File: src/rtl/tone_nco.sv
// ---------------------------------------------------------------------------
// tone_nco
//
// Purpose:
//   Numerically controlled oscillator feeding the PWM DAC. A phase
//   accumulator advances by the frequency control word (FCW) once per DAC
//   window, on the DAC's next_sample pulse. The phase that results is mapped
//   to a square, sawtooth or triangle code. The code is registered, so the
//   DAC picks it up at the start of its next window and it stays constant for
//   that whole window.
//
// Parameters:
//   CODE_WIDTH   width of the sample code; must match the DAC code width
//   PHASE_WIDTH  phase accumulator / FCW width; must be >= CODE_WIDTH+2
//   FCW_DEFAULT  FCW loaded on reset
//   FCW_STEP     amount added/subtracted per fcw_up/fcw_down pulse
//
// Ports:
//   clk          in   system clock (single domain)
//   rst          in   synchronous active-high reset
//   next_sample  in   1-cycle pulse from the DAC: last cycle of its window
//   enable       in   1 = oscillate, 0 = freeze phase and output silence
//   wave_sel     in   0 square, 1 sawtooth, 2 triangle, 3 silence
//   fcw_up       in   1-cycle pulse: raise FCW by FCW_STEP (saturating)
//   fcw_down     in   1-cycle pulse: lower FCW by FCW_STEP (saturating at 0)
//   code         out  registered sample code to the DAC
//   fcw          out  current FCW (registered, for debug/LEDs)
// ---------------------------------------------------------------------------
module tone_nco #(
    parameter int                     CODE_WIDTH  = 10,
    parameter int                     PHASE_WIDTH = 24,
    parameter logic [PHASE_WIDTH-1:0] FCW_DEFAULT = 24'd3436,
    parameter logic [PHASE_WIDTH-1:0] FCW_STEP    = 24'd64
) (
    input  logic                   clk,
    input  logic                   rst,
    input  logic                   next_sample,
    input  logic                   enable,
    input  logic [1:0]             wave_sel,
    input  logic                   fcw_up,
    input  logic                   fcw_down,
    output logic [CODE_WIDTH-1:0]  code,
    output logic [PHASE_WIDTH-1:0] fcw
);

    localparam logic [1:0] WAVE_SQUARE   = 2'd0;
    localparam logic [1:0] WAVE_SAWTOOTH = 2'd1;
    localparam logic [1:0] WAVE_TRIANGLE = 2'd2;

    // Largest FCW allowed: half a cycle per sample (Nyquist). Held one bit
    // wider than the FCW so the saturation compare sees the carry.
    localparam logic [PHASE_WIDTH:0] FCW_MAX = {2'b00, {(PHASE_WIDTH-1){1'b1}}};

    logic [PHASE_WIDTH-1:0] phase;
    logic [PHASE_WIDTH-1:0] phase_next;
    logic [PHASE_WIDTH:0]   fcw_sum;
    logic [PHASE_WIDTH-1:0] fcw_next;
    logic [CODE_WIDTH-1:0]  saw_val;
    logic [CODE_WIDTH-1:0]  tri_val;
    logic [CODE_WIDTH-1:0]  code_next;

    // Candidate phase for the next window. The accumulator wraps silently
    // modulo 2^PHASE_WIDTH. When disabled the phase is frozen (not cleared),
    // so the tone resumes where it left off.
    always_comb begin
        phase_next = phase;
        if (enable) begin
            phase_next = phase + fcw;
        end
    end

    // Waveform mapping. The sawtooth is the top CODE_WIDTH phase bits. The
    // triangle takes the bits one position lower (double slope) and folds
    // them on the second half of the cycle, so it rises over the first half
    // and falls over the second.
    always_comb begin
        saw_val   = phase_next[PHASE_WIDTH-1 -: CODE_WIDTH];
        tri_val   = phase_next[PHASE_WIDTH-2 -: CODE_WIDTH];
        code_next = '0;
        if (enable) begin
            case (wave_sel)
                WAVE_SQUARE:   code_next = phase_next[PHASE_WIDTH-1] ? '1 : '0;
                WAVE_SAWTOOTH: code_next = saw_val;
                WAVE_TRIANGLE: code_next = phase_next[PHASE_WIDTH-1] ? ~tri_val : tri_val;
                default:       code_next = '0;
            endcase
        end
    end

    // FCW up/down control with saturation at both ends. The sum is taken one
    // bit wider so an overflow cannot wrap past the clamp. Simultaneous
    // up and down pulses cancel out.
    always_comb begin
        fcw_sum  = {1'b0, fcw} + {1'b0, FCW_STEP};
        fcw_next = fcw;
        case ({fcw_up, fcw_down})
            2'b10: begin
                if (fcw_sum > FCW_MAX) begin
                    fcw_next = FCW_MAX[PHASE_WIDTH-1:0];
                end else begin
                    fcw_next = fcw_sum[PHASE_WIDTH-1:0];
                end
            end
            2'b01: begin
                if (fcw < FCW_STEP) begin
                    fcw_next = '0;
                end else begin
                    fcw_next = fcw - FCW_STEP;
                end
            end
            default: fcw_next = fcw;
        endcase
    end

    // State registers. Phase and code only move on the DAC's next_sample
    // pulse, so wave_sel changes never show up mid-window. The phase update
    // uses the FCW registered before this edge; an FCW pulse in the same
    // cycle only affects later windows. Reset wins over everything,
    // including a coincident next_sample.
    always_ff @(posedge clk) begin
        if (rst) begin
            phase <= '0;
            fcw   <= FCW_DEFAULT;
            code  <= '0;
        end else begin
            if (next_sample) begin
                phase <= phase_next;
                code  <= code_next;
            end
            fcw <= fcw_next;
        end
    end

endmodule

File: config.mk
export PLATFORM = sky130hd
export DESIGN_NAME = tone_nco
export DESIGN_NICKNAME = d
export VERILOG_FILES = /design/src/rtl/tone_nco.sv
export SDC_FILE = /design/constraint.sdc
export NUM_CORES = 1
export LEC_CHECK = 0
export BUFFER_PORTS_ARGS = -buffer_cell sky130_fd_sc_hd__buf_2
export CAP_MARGIN = 20
export CORE_ASPECT_RATIO = 0.7
export CORE_UTILIZATION = 45
export CTS_CLUSTER_DIAMETER = 50
export DETAILED_ROUTE_END_ITERATION = 6
export SYNTH_ARGS = -nofsm -noshare
export SYNTH_HDL_FRONTEND = slang
export SYNTH_SLANG_ARGS = --single-unit
File: constraint.sdc
create_clock -name clk -period 6.4 [get_ports clk]
set_clock_uncertainty 0.05 [all_clocks]
set_input_delay 0.32 -clock clk [delete_from_list [all_inputs] [get_ports clk]]
set_output_delay 0.32 -clock clk [all_outputs]
set_load 0.05 [all_outputs]
### Yosys cells after proc, flatten, opt, wreduce, memory -nomap -nowiden

Cells that the tools add are included.

* add/subtract/negate cells: 3
* $lt $le $gt $ge: 2
* equality and inequality tests: 4
* multiplexer cells: 8
* bitwise logic cells: 1
* reductions and logical operators: 3

Operators with widths (count)
* 2-to-1 mux 24 bit: 3
* case mux 24 bit (2 select lines): 1
* 2-to-1 mux 10 bit: 3
* case mux 10 bit (3 select lines): 1
* adder 24 x 7 -> 25 bit, second input constant: 1
* > comparator 25 x 23 -> 1 bit, second input constant: 1
* adder 24 bit: 1
* less-than comparator 24 x 7 -> 1 bit, second input constant: 1
* subtractor 24 x 7 -> 24 bit, second input constant: 1
* inverter 10 bit: 1
* == test 2 x 1 -> 1 bit, second input constant: 2
* == test 2 bit, second input constant: 2
* logical NOT 2 bit: 1
* AND reduction 2 bit: 1
* nonzero test 2 bit: 1

* register bits after elaboration: 58
* input bits: 8
* logic and storage cells: 25

### Logic depth before layout (Yosys ltp)

Gate-level depths: netlist of the first run.

* depth in word-level cells: 6
* depth in mapped cells: 12

### Worst setup path before layout of the first run

No wires, ideal clock.

* path type: register -> register
* start point: reg fcw[4]
* end point: reg code[3]
* setup time: 122 ps
* arrival: 3066 ps
* slack: 3163 ps
* cell stages (with the launch flop): 11
* buffers on the path: 0
* cell sequence: dfxtp_1 -> ha_1 -> fa_1 -> a21o_1 -> a221o_1 -> a31oi_1 -> o41ai_1 -> xnor2_1 -> mux2i_1 -> mux2_2 -> a221o_1

* cells in the longest elaborated chain, start to end: 6

RTL lines
* from (decl): RTL line 43 `output logic [PHASE_WIDTH-1:0] fcw`
* from (signal assigned): RTL line 130 `fcw <= fcw_next;`
* adder 24 bit (*): RTL line 68 `phase_next = phase + fcw;`
* 2-to-1 mux 24 bit (*): RTL line 67 `if (enable) begin`
* inverter 10 bit: RTL line 84 `WAVE_TRIANGLE: code_next = phase_next[PHASE_WIDTH-1] ? ~tri_val : tri_val;`
* 2-to-1 mux 10 bit: RTL line 84
* case mux 10 bit (3 select lines) (*): RTL line 81 `case (wave_sel)`
* 2-to-1 mux 10 bit (*): RTL line 80 `if (enable) begin`
* to (signal assigned): RTL line 128 `code <= code_next;`
* to (decl): RTL line 42 `output logic [CODE_WIDTH-1:0] code,`

Mark *: on every way between the ends. The rest lies on a longest branch, timed or not.
A chain may end at the register's enable or synchronous reset.

### Worst setup path in the final report of the first run

* start point: reg fcw[8]
* end point: reg code[8]

Same word-level chain as after synthesis.

==> results of run 1 <==
## cell families (layout without fill, tap and decap cells)
kind of cell,Yosys count,count (layout),share of synthesized area (%)
AOI/OAI and AO/OA,196,196,29.2
buffers and inverters,65,73,6.03
and+or+nand+nor,245,245,25.4
adders and majority gates,28,28,7.43
DFF,54,54,22.4
xor gates and xnor gates,35,35,6.36
muxes,14,14,3.06
## Yosys cell counts, types with 6 or more instances
master                     count  share of area (%)
sky130_fd_sc_hd__buf_4         8                1.2
sky130_fd_sc_hd__inv_1        17                1.3
sky130_fd_sc_hd__and4_1        6                1.1
sky130_fd_sc_hd__dfxtp_1      54                 22
sky130_fd_sc_hd__a211oi_1      7                1.1
sky130_fd_sc_hd__nand2_1      88                6.9
sky130_fd_sc_hd__a21oi_1      73                7.6
sky130_fd_sc_hd__a21o_1        9                1.4
sky130_fd_sc_hd__nor2b_1       9                1.2
sky130_fd_sc_hd__or3_1        12                1.6
sky130_fd_sc_hd__o21ai_0      18                1.9
sky130_fd_sc_hd__a31oi_1       7               0.91
sky130_fd_sc_hd__mux2i_1       8                1.7
sky130_fd_sc_hd__and3_1       10                1.3
sky130_fd_sc_hd__clkbuf_1     25                1.9
sky130_fd_sc_hd__nand4_1       8                1.0
sky130_fd_sc_hd__nand3_1      17                1.8
sky130_fd_sc_hd__mux2_2        6                1.4
sky130_fd_sc_hd__ha_1         27                7.0
sky130_fd_sc_hd__xnor2_1      24                4.4
sky130_fd_sc_hd__a221oi_1      6                1.1
sky130_fd_sc_hd__xor2_1       11                2.0
sky130_fd_sc_hd__o21ai_1       6               0.62
sky130_fd_sc_hd__nor3_1       15                1.6
sky130_fd_sc_hd__o211ai_1      6               0.93
sky130_fd_sc_hd__buf_2        13                1.4
sky130_fd_sc_hd__nor2_1       48                3.7
## state kept, by name, indices dropped and copies added, names as in the netlist
name   flops
code      10
phase     24
fcw       20
## metal layers
metal  vias to the layer above  wire length, um
li1                       2355                -
met1                      2285             7090
met2                       205             5440
met3                        23             1080
met4                         0              198
met5                         -                0
## how the worst min path moves through the flow
stage	endpoint	slack (ns)
after global routing	code[2]	0.39
after CTS	code[0]	0.37
after global placement	phase[5]	0.39
final	code[4]	0.38
after detailed placement	phase[12]	0.40
after floorplan	phase[10]	0.39
## power by group
group | internal, W | total, W | leakage [nW] | switching [W]
clock | 0.000185 | 0.000319 | 0.0771 | 0.000134
sequential | 0.000352 | 0.000380 | 0.439 | 0.0000285
combinational | 0.0000912 | 0.000263 | 1.50 | 0.000172
total | 0.000628 | 0.000963 | 2.01 | 0.000334
## stage by stage
| stage | utilization, % | hold slack [ns] |
|---|---|---|
| floorplan | - | 0.386 |
| global placement | 48.2 | 0.393 |
| detailed placement | 48.2 | 0.402 |
| CTS | 49.8 | 0.372 |
| global route | 49.8 | 0.393 |
| finish | 49.8 | 0.385 |
## worst reg2reg max path: cells and delay by family, from the launching register on
family / cells / cell delay (ns)
multiplexers: 1 / 0.17
flip-flops: 1 / 0.66
adder cells (fa/ha/maj): 1 / 0.40
AO/OA/AOI/OAI: 6 / 1.42
AND/OR/NAND/NOR: 2 / 0.76
## layout make-up
class / instances / share of cell area [%]
multi-input combinational: 518 / 66.5
sequential: 54 / 20.9
timing repair buffer: 48 / 4.98
tap: 132 / 3.19
clock buffer: 6 / 2.49
inverter: 17 / 1.23
clock inverter: 2 / 0.725
==> metrics.log, run 1 <==
[metrics] total leakage power: 2.01 nW
[metrics] result of the run: complete, but fails checks
[metrics] layout overhead on the synthesized area: 7.53%
[metrics] number of max-slew violations in the final report: 0
[metrics] post-synth cell types: 85
[metrics] residual overflow from global routing: 0
[metrics] global-route usage over all layers: 25.4%
[metrics] maximum buffer depth of the clock tree: 2
[metrics] pin count of the biggest net entering global routing: 54
[metrics] net total in the final layout: 680
[metrics] maximum fanout encountered on the critical timing path: 15
[metrics] Die Ht: 88.6 um
[metrics] horizontal extent of the die: 126 um
[metrics] number of clock sinks: 54
[metrics] number of global-route vias before repair: 4265
[metrics] startpoint of the most critical setup path: fcw[8]
[metrics] flop2flop setup slack: 2.86 ns
[metrics] routing layer with the top usage in global route: met1
[metrics] number of clock buffers inserted by TritonCTS: 5
[metrics] average wire per standard cell: 17.8 um
[metrics] share of final-layout standard cells stronger than drive strength 1: 14.0%
[metrics] Net Count, Synth: 673
[metrics] worst slack at placement: 2.95 ns
[metrics] met2 track demand over resource in global routing: 36.1%
[metrics] post-detailed-route via-to-cell ratio: 6.27
[metrics] most common cell after layout, fill and taps aside: sky130_fd_sc_hd__nand2_1
[metrics] drt total wl: 13.8 mm
[metrics] wire length of the first global-routing pass: 22.4 mm
[metrics] TritonCTS clock tree: yes
[metrics] Filler Cells Inserted: 1028
[metrics] final cell count without fillers: 777
[metrics] power consumption: 0.000963 W
[metrics] area of the multi-input gates: 0.00345 mm2
[metrics] Mapped Cells: 637
[metrics] share of the clock period used by the worst path: 55.3%
[metrics] core area: 0.0104 mm2
[metrics] Yosys warning count: 0
[metrics] MaxCap Viol Count: 0
[metrics] drt first-iter violations: 444
[metrics] Clk Tree Root Cell: sky130_fd_sc_hd__clkbuf_16
[metrics] final weighted congestion in routability-driven placement: 0.941
[metrics] Synth Register Bits: 54
[metrics] startpoint of the lowest-slack register-to-register path: fcw[8]
[metrics] GR Util met1: 38.5%
[metrics] Resize count post-CTS: 0
[metrics] buffers inserted during post-CTS setup optimization: 0
[metrics] buffers added on ports: 41
[metrics] 1st-pass router iterations: 7
[metrics] reg2reg end: code[8]
[metrics] met3 layer usage reported by global route: 3.87%
[metrics] Worst Hold Depth: 3
[metrics] register area share after synthesis: 22.4%
[metrics] buffers and inverters on the worst path: 0
[metrics] startpoint class of the critical path: flop
[metrics] worst path arrival time: 3.73 ns
[metrics] setup repair after global routing missed its margin: no
[metrics] clock transition at the register clock pins on the worst setup and hold paths after CTS: 0.08 ns
[metrics] power per unit of standard cell area: 186 mW/mm2
[metrics] worst skew pair latency: 0.30 ns
[metrics] FFs w/ async S/R, synth: 0%
[metrics] R2R cell count: 10
[metrics] instance area after placement: 0.00501 mm2
[metrics] kind of critical path: reg -> reg
[metrics] routed vias: 4868
[metrics] endpoint required time on the critical path: 6.59 ns
[metrics] Die Footprint: 0.0111 mm2
[metrics] post-route cell area: 0.00518 mm2
[metrics] worst slew slack as a fraction of its limit: 33.2%
[metrics] footprint of the flip-flops and latches: 0.00108 mm2
[metrics] Starting Density: 46.3%
[metrics] number of H-tree branching levels: 2
[metrics] clock period minus worst slack: 3.54 ns
[metrics] transition time of the tightest slew-check pin: 0.998 ns
[metrics] half-perimeter wire length after detailed placement: 9.94 mm
[metrics] worst vdd rail ir drop: 0.000112 V
[metrics] final-report hold violation count: 0
[metrics] post-route ant nets: 0
[metrics] number of antenna violations at the first check in global routing: 0
[metrics] Cell Area, Synth: 0.00482 mm2
[metrics] diode insertion count for antenna repair: 0
[metrics] cell type group with the largest total delay on the critical path: compound AO/OA/AOI/OAI gates
[metrics] top flip-flop cell by instance count after synthesis: sky130_fd_sc_hd__dfxtp_1
[metrics] count of hold buffers inserted by post-cts repair: 0
[metrics] critical-path cell list: ha_1 > a21oi_2 > o21ai_2 > a2111oi_4 > a2111oi_0 > a41oi_2 > nand3_2 > or3_1 > mux2i_1 > a311o_1
[metrics] leading cell types in the layout, fill and taps excluded: sky130_fd_sc_hd__nand2_1, sky130_fd_sc_hd__a21oi_1, sky130_fd_sc_hd__dfxtp_1, sky130_fd_sc_hd__nor2_1, sky130_fd_sc_hd__buf_2
[metrics] class of the worst hold path: in -> reg
[metrics] Worst Hold Launch: next_sample
[metrics] mean instance size in the synthesized netlist: 7.56 um2
[metrics] DRC violations left: 3
[metrics] Worst Setup Slack, final: 2.86 ns
[metrics] total negative setup slack: 0 ns
[metrics] Cells after DPL: 769
[metrics] CP peak stage delay: 0.66 ns
[metrics] failing checks: DRC
[metrics] number of setup violations in the final report: 0
[metrics] Worst Setup End Kind: flop
[metrics] Max Clock Freq: 283 MHz
[metrics] number of flops mapped to enable cells by yosys: 0
[metrics] number of ports placed on the die boundary: 42
[metrics] end point of the critical path: code[8]
[metrics] highest-delay cell along the critical path: sky130_fd_sc_hd__dfxtp_1
[metrics] number of rows in the core area: 31
[metrics] Levels on crit path: 10
Note: power is estimated with default switching activity, not from simulation.
==> run 2, diff against run 1 <==
Clock period 6.4 ns to 3.6 ns, I/O delays scaled along.
==> run 2 against run 1 <==
  * The flow still finishes with violations (DRC)
  * Critical path depth stayed put
  * Fmax is 6.8% higher
  * Combinational power is 92% higher
==> metrics.log, run 2 (same netlist as run 1, synthesis figures left out) <==
[metrics] leading cell types in the layout, fill and taps excluded: sky130_fd_sc_hd__nand2_1, sky130_fd_sc_hd__a21oi_1, sky130_fd_sc_hd__dfxtp_1, sky130_fd_sc_hd__nor2_1, sky130_fd_sc_hd__buf_2
[metrics] register with the highest flop count: phase
[metrics] Worst Hold Depth: 2 (-1)
[metrics] buffers inserted during post-CTS setup optimization: 0 (unchanged)
[metrics] TritonCTS clock tree: yes
[metrics] clock network power share: 32.9% (-0.2 points)
[metrics] buffers and inverters on the worst path: 0 (unchanged)
[metrics] number of max-slew violations in the final report: 0 (unchanged)
[metrics] layout overhead on the synthesized area: 10.1%
[metrics] power per unit of standard cell area: 326 mW/mm2 (+75%)
[metrics] final-report hold violation count: 0 (unchanged)
[metrics] Max Clock Freq: 302 MHz (+6.8%)
[metrics] count of hold buffers inserted by post-cts repair: 0 (unchanged)
[metrics] flip-flop count of the largest register after layout: 24 (unchanged)
[metrics] number of global-route vias before repair: 4294 (+0.68%)
[metrics] clock period minus worst slack: 3.31 ns (-0.227 ns)
[metrics] Worst Setup End Kind: flop
[metrics] worst slew slack as a fraction of its limit: 43.4% (+10 points)
[metrics] class of the worst hold path: in -> reg
[metrics] final weighted congestion in routability-driven placement: 0.968 (+2.8%)
[metrics] kind of critical path: reg -> reg
[metrics] setup repair after global routing missed its margin: no
[metrics] hold endpoint: fcw[4]
[metrics] most common cell after layout, fill and taps aside: sky130_fd_sc_hd__nand2_1
[metrics] number of H-tree branching levels: 2 (unchanged)
[metrics] total leakage power: 2.10 nW (+4.3%)
[metrics] post-detailed-route via-to-cell ratio: 6.19 (-1.1%)
[metrics] highest-delay cell along the critical path: sky130_fd_sc_hd__dfxtp_1
[metrics] Clk Tree Root Cell: sky130_fd_sc_hd__clkbuf_16
[metrics] pin count of the biggest net entering global routing: 35 (-35%)
[metrics] worst vdd rail ir drop: 0.000281 V (+150%)
[metrics] fraction of power spent switching nets: 33.8% (-0.98 points)
[metrics] number of ports placed on the die boundary: 42 (unchanged)
[metrics] transition time of the tightest slew-check pin: 0.849 ns (-0.149 ns)
[metrics] half-perimeter wire length after detailed placement: 10.7 mm (+7.5%)
[metrics] reg2reg end: code[6]
[metrics] final cell count without fillers: 792 (+1.9%)
[metrics] P_sw: 0.000584 W (+75%)
[metrics] worst slack on hold paths: 0.229 ns (-0.155 ns)
[metrics] global-route usage over all layers: 26.3% (+0.93 points)
[metrics] 1st-pass router iterations: 7 (unchanged)
[metrics] buffers added on ports: 41 (unchanged)
[metrics] number of clock buffers inserted by TritonCTS: 5 (unchanged)
[metrics] post-route ant nets: 0 (unchanged)
[metrics] Regs by FF count: phase x24, fcw x20, code x10
[metrics] Die Footprint: 0.0111 mm2 (unchanged)
[metrics] share of final-layout standard cells stronger than drive strength 1: 16.1% (+2.1 points)
[metrics] number of rows in the core area: 31 (unchanged)
[metrics] maximum fanout encountered on the critical timing path: 15 (unchanged)
[metrics] clock transition at the register clock pins on the worst setup and hold paths after CTS: 0.07 ns (about the same)
[metrics] wire length of the first global-routing pass: 23.1 mm (+3.2%)
[metrics] Resize count post-CTS: 0 (unchanged)
[metrics] average wire per standard cell: 18.0 um (+1.3%)
[metrics] total negative setup slack: 0 ns (unchanged)
[metrics] horizontal extent of the die: 126 um (unchanged)
[metrics] R2R cell count: 10 (unchanged)
[metrics] flop2flop setup slack: 0.29 ns (-2.57 ns)
[metrics] critical-path cell list: ha_1 > a21o_1 > o21bai_2 > o21ai_1 > a2111oi_0 > a41oi_2 > nand3_2 > nor3_1 > mux2_2 > a221o_1
[metrics] residual overflow from global routing: 0 (unchanged)
[metrics] startpoint class of the critical path: flop
[metrics] drt total wl: 14.3 mm (+3.3%)
[metrics] sequential power share: 37.8% (-1.7 points)
[metrics] routed vias: 4905 (+0.76%)
[metrics] maximum buffer depth of the clock tree: 2 (unchanged)
[metrics] result of the run: complete, but fails checks
[metrics] drt first-iter violations: 478 (+7.7%)
[metrics] core area: 0.0104 mm2 (unchanged)
[metrics] worst skew pair latency: 0.30 ns (about the same)
[metrics] Starting Density: 46.3% (unchanged)
[metrics] power share of the combinational group: 29.2% (+1.8 points)
[metrics] endpoint required time on the critical path: 3.79 ns (-2.80 ns)
[metrics] Cells after DPL: 785 (+2.1%)
[metrics] startpoint of the lowest-slack register-to-register path: fcw[4]
[metrics] MaxCap Viol Count: 0 (unchanged)
[metrics] Internal Dissipation: 0.00115 W (+82%)
[metrics] number of clock sinks: 54 (unchanged)
[metrics] startpoint of the most critical setup path: fcw[4]
[metrics] diode insertion count for antenna repair: 0 (unchanged)
[metrics] post-layout util: 51.0% (+1.2 points)
[metrics] share of the clock period used by the worst path: 92.0% (+37 points)
[metrics] failing checks: DRC
[metrics] DRC violations left: 3 (unchanged)
[metrics] CP peak stage delay: 0.53 ns (-0.13 ns)
[metrics] number of setup violations in the final report: 0 (unchanged)
[metrics] cell type group with the largest total delay on the critical path: compound AO/OA/AOI/OAI gates
[metrics] worst path arrival time: 3.50 ns (-0.23 ns)
[metrics] Die Ht: 88.6 um (unchanged)
[metrics] net total in the final layout: 696 (+2.4%)
[metrics] number of antenna violations at the first check in global routing: 0 (unchanged)
[metrics] Worst Hold Launch: rst
## run 2: cell count changes in the layout (fill, tap and decap cells not counted), sizes merged
cell and delta:
buf +16, clkinvlp -1
## run 2: per-layer routing
layer  vias to the layer above  wire length (um)  global-route usage, %
met5                         -                 0                      0
met4                         0               136                   5.88
met3                        12              1030                   4.35
met2                       178              5760                   38.0
met1                      2331              7330                   40.2
li1                       2384                 -                      -
## run 2: final cells by class
| class | instances | area [um2] |
|---|---|---|
| multi-input combinational | 518 | 3450 |
| timing repair buffer | 64 | 378 |
| tap | 132 | 165 |
| inverter | 17 | 63.8 |
| clock inverter | 1 | 30.0 |
| sequential | 54 | 1080 |
| fill | 1033 | 5090 |
| clock buffer | 6 | 139 |
## run 2: how the worst max path moves through the flow
stage,to,slack [ns],cells after the start
after floorplan,code[3],0.36,10
after global placement,code[3],0.47,9
after detailed placement,code[5],0.34,10
after CTS,code[6],0.31,10
after global routing,code[6],0.02,10
final,code[6],0.29,10
## run 2: power by group through the flow
stage | logic (W) | registers (W) | clock network [W]
2_1_floorplan | 0.000334 | 0.000712 | 0
3_3_place_gp | 0.000494 | 0.000667 | 0
3_5_place_dp | 0.000498 | 0.000667 | 0
4_1_cts | 0.000499 | 0.000654 | 0.000589
5_1_grt | 0.000551 | 0.000658 | 0.000613
6_report | 0.000505 | 0.000654 | 0.000570
## run 2: through the flow
step,cell area [um2],setup WS (ns),total power [W]
finish,5300,0.287,0.00173
floorplan,4820,0.363,0.00105
global route,5300,0.0207,0.00182
detailed placement,5130,0.340,0.00117
CTS,5300,0.309,0.00174
global placement,5130,0.466,0.00116
==> run 3, diff against run 2 <==
Settings changed: ABC_AREA set to 1.
==> run 3 against run 2 <==
  * The run now ends clean
  * Cell count increased by 46%
  * Via count increased by 20%
  * Critical endpoint unchanged
  * Combinational power increased by 64%
  * Area after synthesis increased by 13%
  * Fmax increased by 12%
  * Flip-flop and latch count unchanged
  * Sequential share of layout area decreased by 2.1 points
  * Highest routed layer unchanged
  * Count of clock-buffer cells in the layout decreased by 1
==> metrics.log, run 3 <==
[metrics] post-synthesis share of cell area spent on and, or, nand and nor gates: 44.0% (+19 points)
[metrics] residual overflow from global routing: 0 (unchanged)
[metrics] top flip-flop cell by instance count after synthesis: sky130_fd_sc_hd__dfxtp_1
[metrics] setup repair after global routing missed its margin: no
[metrics] post-route ant nets: 0 (unchanged)
[metrics] Worst Hold Depth: 4 (+2)
[metrics] global-route usage over all layers: 28.6% (+2.3 points)
[metrics] count of hold buffers inserted by post-cts repair: 0 (unchanged)
[metrics] share of the clock period used by the worst path: 81.9% (-10 points)
[metrics] Net Count, Synth: 1008 (+50%)
[metrics] post-synth cell types: 45 (-47%)
[metrics] Starting Density: 46.3% (about the same)
[metrics] number of max-slew violations in the final report: 0 (unchanged)
[metrics] horizontal extent of the die: 133 um (+6.1%)
[metrics] cell type with the highest aggregate area in the netlist: sky130_fd_sc_hd__nand2_1
[metrics] flip-flop count of the largest register after layout: 24 (unchanged)
[metrics] Yosys warning count: 0 (unchanged)
[metrics] drt total wl: 17.2 mm (+21%)
[metrics] startpoint class of the critical path: flop
[metrics] worst path arrival time: 3.14 ns (-0.36 ns)
[metrics] Worst Setup End Kind: flop
[metrics] TritonCTS clock tree: yes
[metrics] reg2reg end: code[6]
[metrics] final cell count without fillers: 1156 (+46%)
[metrics] Cell Area, Synth: 0.00543 mm2 (+13%)
[metrics] clock transition at the register clock pins on the worst setup and hold paths after CTS: 0.09 ns (+0.02 ns)
[metrics] number of clock sinks: 54 (unchanged)
[metrics] hold endpoint: code[9]
[metrics] 1st-pass router iterations: 5 (-2)
[metrics] clock period minus worst slack: 2.95 ns (-0.364 ns)
[metrics] number of antenna violations at the first check in global routing: 0 (unchanged)
[metrics] Cells after DPL: 1148 (+46%)
[metrics] startpoint of the lowest-slack register-to-register path: fcw[18]
[metrics] final-report hold violation count: 0 (unchanged)
[metrics] mean instance size in the synthesized netlist: 5.59 um2 (-26%)
[metrics] most frequent cell after synthesis: sky130_fd_sc_hd__nand2_1
[metrics] leading cell types in the layout, fill and taps excluded: sky130_fd_sc_hd__nand2_1, sky130_fd_sc_hd__inv_1, sky130_fd_sc_hd__nor2_1, sky130_fd_sc_hd__nand3_1, sky130_fd_sc_hd__dfxtp_1
[metrics] total negative setup slack: 0 ns (unchanged)
[metrics] maximum buffer depth of the clock tree: 2 (unchanged)
[metrics] diode insertion count for antenna repair: 0 (unchanged)
[metrics] half-perimeter wire length after detailed placement: 13.5 mm (+26%)
[metrics] result of the run: finished, final reports clean
[metrics] FFs w/ async S/R, synth: 0% (unchanged)
[metrics] transition time of the tightest slew-check pin: 0.799 ns (-0.0500 ns)
[metrics] number of ports placed on the die boundary: 42 (unchanged)
[metrics] drt first-iter violations: 401 (-16%)
[metrics] DRC violations left: 0 (-3)
[metrics] fraction of synthesized cell area in xor and xnor cells: 4.03% (-2.3 points)
[metrics] number of H-tree branching levels: 2 (unchanged)
[metrics] most common cell after layout, fill and taps aside: sky130_fd_sc_hd__nand2_1
[metrics] core area: 0.0117 mm2 (+13%)
[metrics] routed vias: 5873 (+20%)
[metrics] buffers inserted during post-CTS setup optimization: 0 (unchanged)
[metrics] Die Footprint: 0.0125 mm2 (+13%)
[metrics] register area share after synthesis: 19.9% (-2.5 points)
[metrics] dominant combinational cell family by area after synthesis: simple AND/OR/NAND/NOR gates
[metrics] number of rows in the core area: 33 (+6.5%)
[metrics] Resize count post-CTS: 0 (unchanged)
[metrics] kind of critical path: reg -> reg
[metrics] dominant cells by area after synthesis: sky130_fd_sc_hd__nand2_1, sky130_fd_sc_hd__dfxtp_1, sky130_fd_sc_hd__inv_1, sky130_fd_sc_hd__nor2_1, sky130_fd_sc_hd__nand3_1
[metrics] share of the synthesized area in the top cell type: 23.8% (+1.3 points)
[metrics] register with the highest flop count: phase
[metrics] buffers added on ports: 41 (unchanged)
[metrics] power per unit of standard cell area: 353 mW/mm2 (+8.2%)
[metrics] R2R cell count: 16 (+6)
[metrics] MaxCap Viol Count: 0 (unchanged)
[metrics] number of global-route vias before repair: 5194 (+21%)
[metrics] net total in the final layout: 1034 (+49%)
[metrics] wire length of the first global-routing pass: 27.9 mm (+21%)
[metrics] Max Clock Freq: 339 MHz (+12%)
[metrics] flop2flop setup slack: 0.65 ns (+0.36 ns)
[metrics] maximum fanout encountered on the critical timing path: 11 (-4)
[metrics] final weighted congestion in routability-driven placement: 0.947 (-2.2%)
[metrics] Worst Hold Launch: wave_sel[0]
[metrics] share of the synthesized area in compound gates (AO/OA/AOI/OAI): 11.9% (-17 points)
[metrics] average wire per standard cell: 14.9 um (-17%)
[metrics] total leakage power: 3.20 nW (+53%)
[metrics] Clk Tree Root Cell: sky130_fd_sc_hd__clkbuf_16
[metrics] layout overhead on the synthesized area: 8.62%
[metrics] adder and majority cell fraction of the synthesized area: 6.59% (-0.84 points)
[metrics] number of setup violations in the final report: 0 (unchanged)
[metrics] Mapped Cells: 972 (+53%)
[metrics] worst skew pair latency: 0.30 ns (about the same)
[metrics] worst vdd rail ir drop: 0.000323 V (+15%)
[metrics] pin count of the biggest net entering global routing: 36 (+2.9%)
[metrics] share of final-layout standard cells stronger than drive strength 1: 9.21% (-6.9 points)
[metrics] Regs by FF count: phase x24, fcw x20, code x10
[metrics] Post-synth top cells: sky130_fd_sc_hd__nand2_1, sky130_fd_sc_hd__inv_1, sky130_fd_sc_hd__nor2_1, sky130_fd_sc_hd__nand3_1, sky130_fd_sc_hd__dfxtp_1
[metrics] Synth Register Bits: 54 (unchanged)
[metrics] post-detailed-route via-to-cell ratio: 5.08 (-18%)
[metrics] multiplexer fraction of the synthesized cell area: 0% (-3.1 points)
[metrics] number of clock buffers inserted by TritonCTS: 5 (unchanged)
[metrics] number of flops mapped to enable cells by yosys: 0 (unchanged)
[metrics] endpoint required time on the critical path: 3.79 ns (about the same)
[metrics] Die Ht: 93.9 um (+6.0%)
[metrics] class of the worst hold path: in -> reg
[metrics] worst slew slack as a fraction of its limit: 46.7% (+3.3 points)
run 3: cell count changes after synthesis, moves of 12 or more:
| cell | before | now |
|---|---|---|
| sky130_fd_sc_hd__nand3_1 | 17 | 69 |
| sky130_fd_sc_hd__nor2_1 | 48 | 101 |
| sky130_fd_sc_hd__nor3_1 | 15 | 3 |
| sky130_fd_sc_hd__clkbuf_1 | 25 | 13 |
| sky130_fd_sc_hd__o21ai_0 | 18 | 41 |
| sky130_fd_sc_hd__a21oi_1 | 73 | 40 |
| sky130_fd_sc_hd__inv_1 | 17 | 154 |
| sky130_fd_sc_hd__or3_1 | 12 | 0 |
| sky130_fd_sc_hd__nand2_1 | 88 | 344 |
| sky130_fd_sc_hd__xnor2_1 | 24 | 5 |
run 3: power breakdown:
group          internal (W)  switching (W)
combinational      0.000243       0.000584
sequential         0.000643      0.0000748
clock              0.000267       0.000269
total               0.00115       0.000928
run 3: layer usage:
layer	vias to the layer above	wire length (um)	GRT usage, %
li1	3080	-	-
met1	2600	9280	45.9
met2	185	6430	39.3
met3	8	1380	4.37
met4	0	131	4.07
met5	-	0	0
run 3: logic make-up after synthesis:
logic type               after synthesis
flip-flops                            54
AND/OR/NAND/NOR                      562
buffers and inverters                189
AO/OA/AOI/OAI                        114
adder cells (fa/ha/maj)               28
XOR/XNOR                              25
run 3: final cells by class:
type,count,area (um2)
Clock buffer,5,125
Inverter,161,607
Timing Repair Buffer,47,250
Multi-Input combinational cell,729,3610
Fill cell,1295,5830
Tap cell,157,196
Sequential cell,54,1080
Clock inverter,3,28.8
run 3: worst max-delay path by stage:
stage                     startpoint  endpoint  slack [ns]  cells after the start
after floorplan               fcw[4]   code[0]        1.08                     18
after global placement       fcw[18]   code[6]        0.69                     16
after global routing         fcw[18]   code[8]        0.26                     16
after CTS                    fcw[18]   code[6]        0.68                     16
final                        fcw[18]   code[6]        0.65                     16
after detailed placement     fcw[18]   code[7]        0.73                     16
run 3: stage by stage:
| stage | utilization (%) | worst slack (ns) | hold slack [ns] | power (W) | area (um2) |
|---|---|---|---|---|---|
| 2_1_floorplan | - | 1.08 | 0.360 | 0.00133 | 5430 |
| 3_3_place_gp | 49.0 | 0.690 | 0.408 | 0.00154 | 5750 |
| 3_5_place_dp | 49.0 | 0.730 | 0.404 | 0.00154 | 5750 |
| 4_1_cts | 50.3 | 0.679 | 0.202 | 0.00208 | 5900 |
| 5_1_grt | 50.3 | 0.264 | 0.234 | 0.00221 | 5900 |
| 6_report | 50.3 | 0.651 | 0.211 | 0.00208 | 5900 |
run 3: worst max-delay path: stages, from the launching register on:
cell and delay [ns]:
sky130_fd_sc_hd__dfxtp_1 0.63, sky130_fd_sc_hd__ha_1 0.39, sky130_fd_sc_hd__nand2_1 0.15, sky130_fd_sc_hd__inv_1 0.07
sky130_fd_sc_hd__nand2_1 0.06, sky130_fd_sc_hd__nand2_1 0.06, sky130_fd_sc_hd__a21oi_1 0.22, sky130_fd_sc_hd__nand3_1 0.14
sky130_fd_sc_hd__nand2_1 0.07, sky130_fd_sc_hd__nand3_1 0.07, sky130_fd_sc_hd__nand2_1 0.29, sky130_fd_sc_hd__nand2_1 0.27
sky130_fd_sc_hd__nand2_1 0.12, sky130_fd_sc_hd__inv_1 0.04, sky130_fd_sc_hd__nand2_1 0.07, sky130_fd_sc_hd__nand2_1 0.06
sky130_fd_sc_hd__a21oi_1 0.11
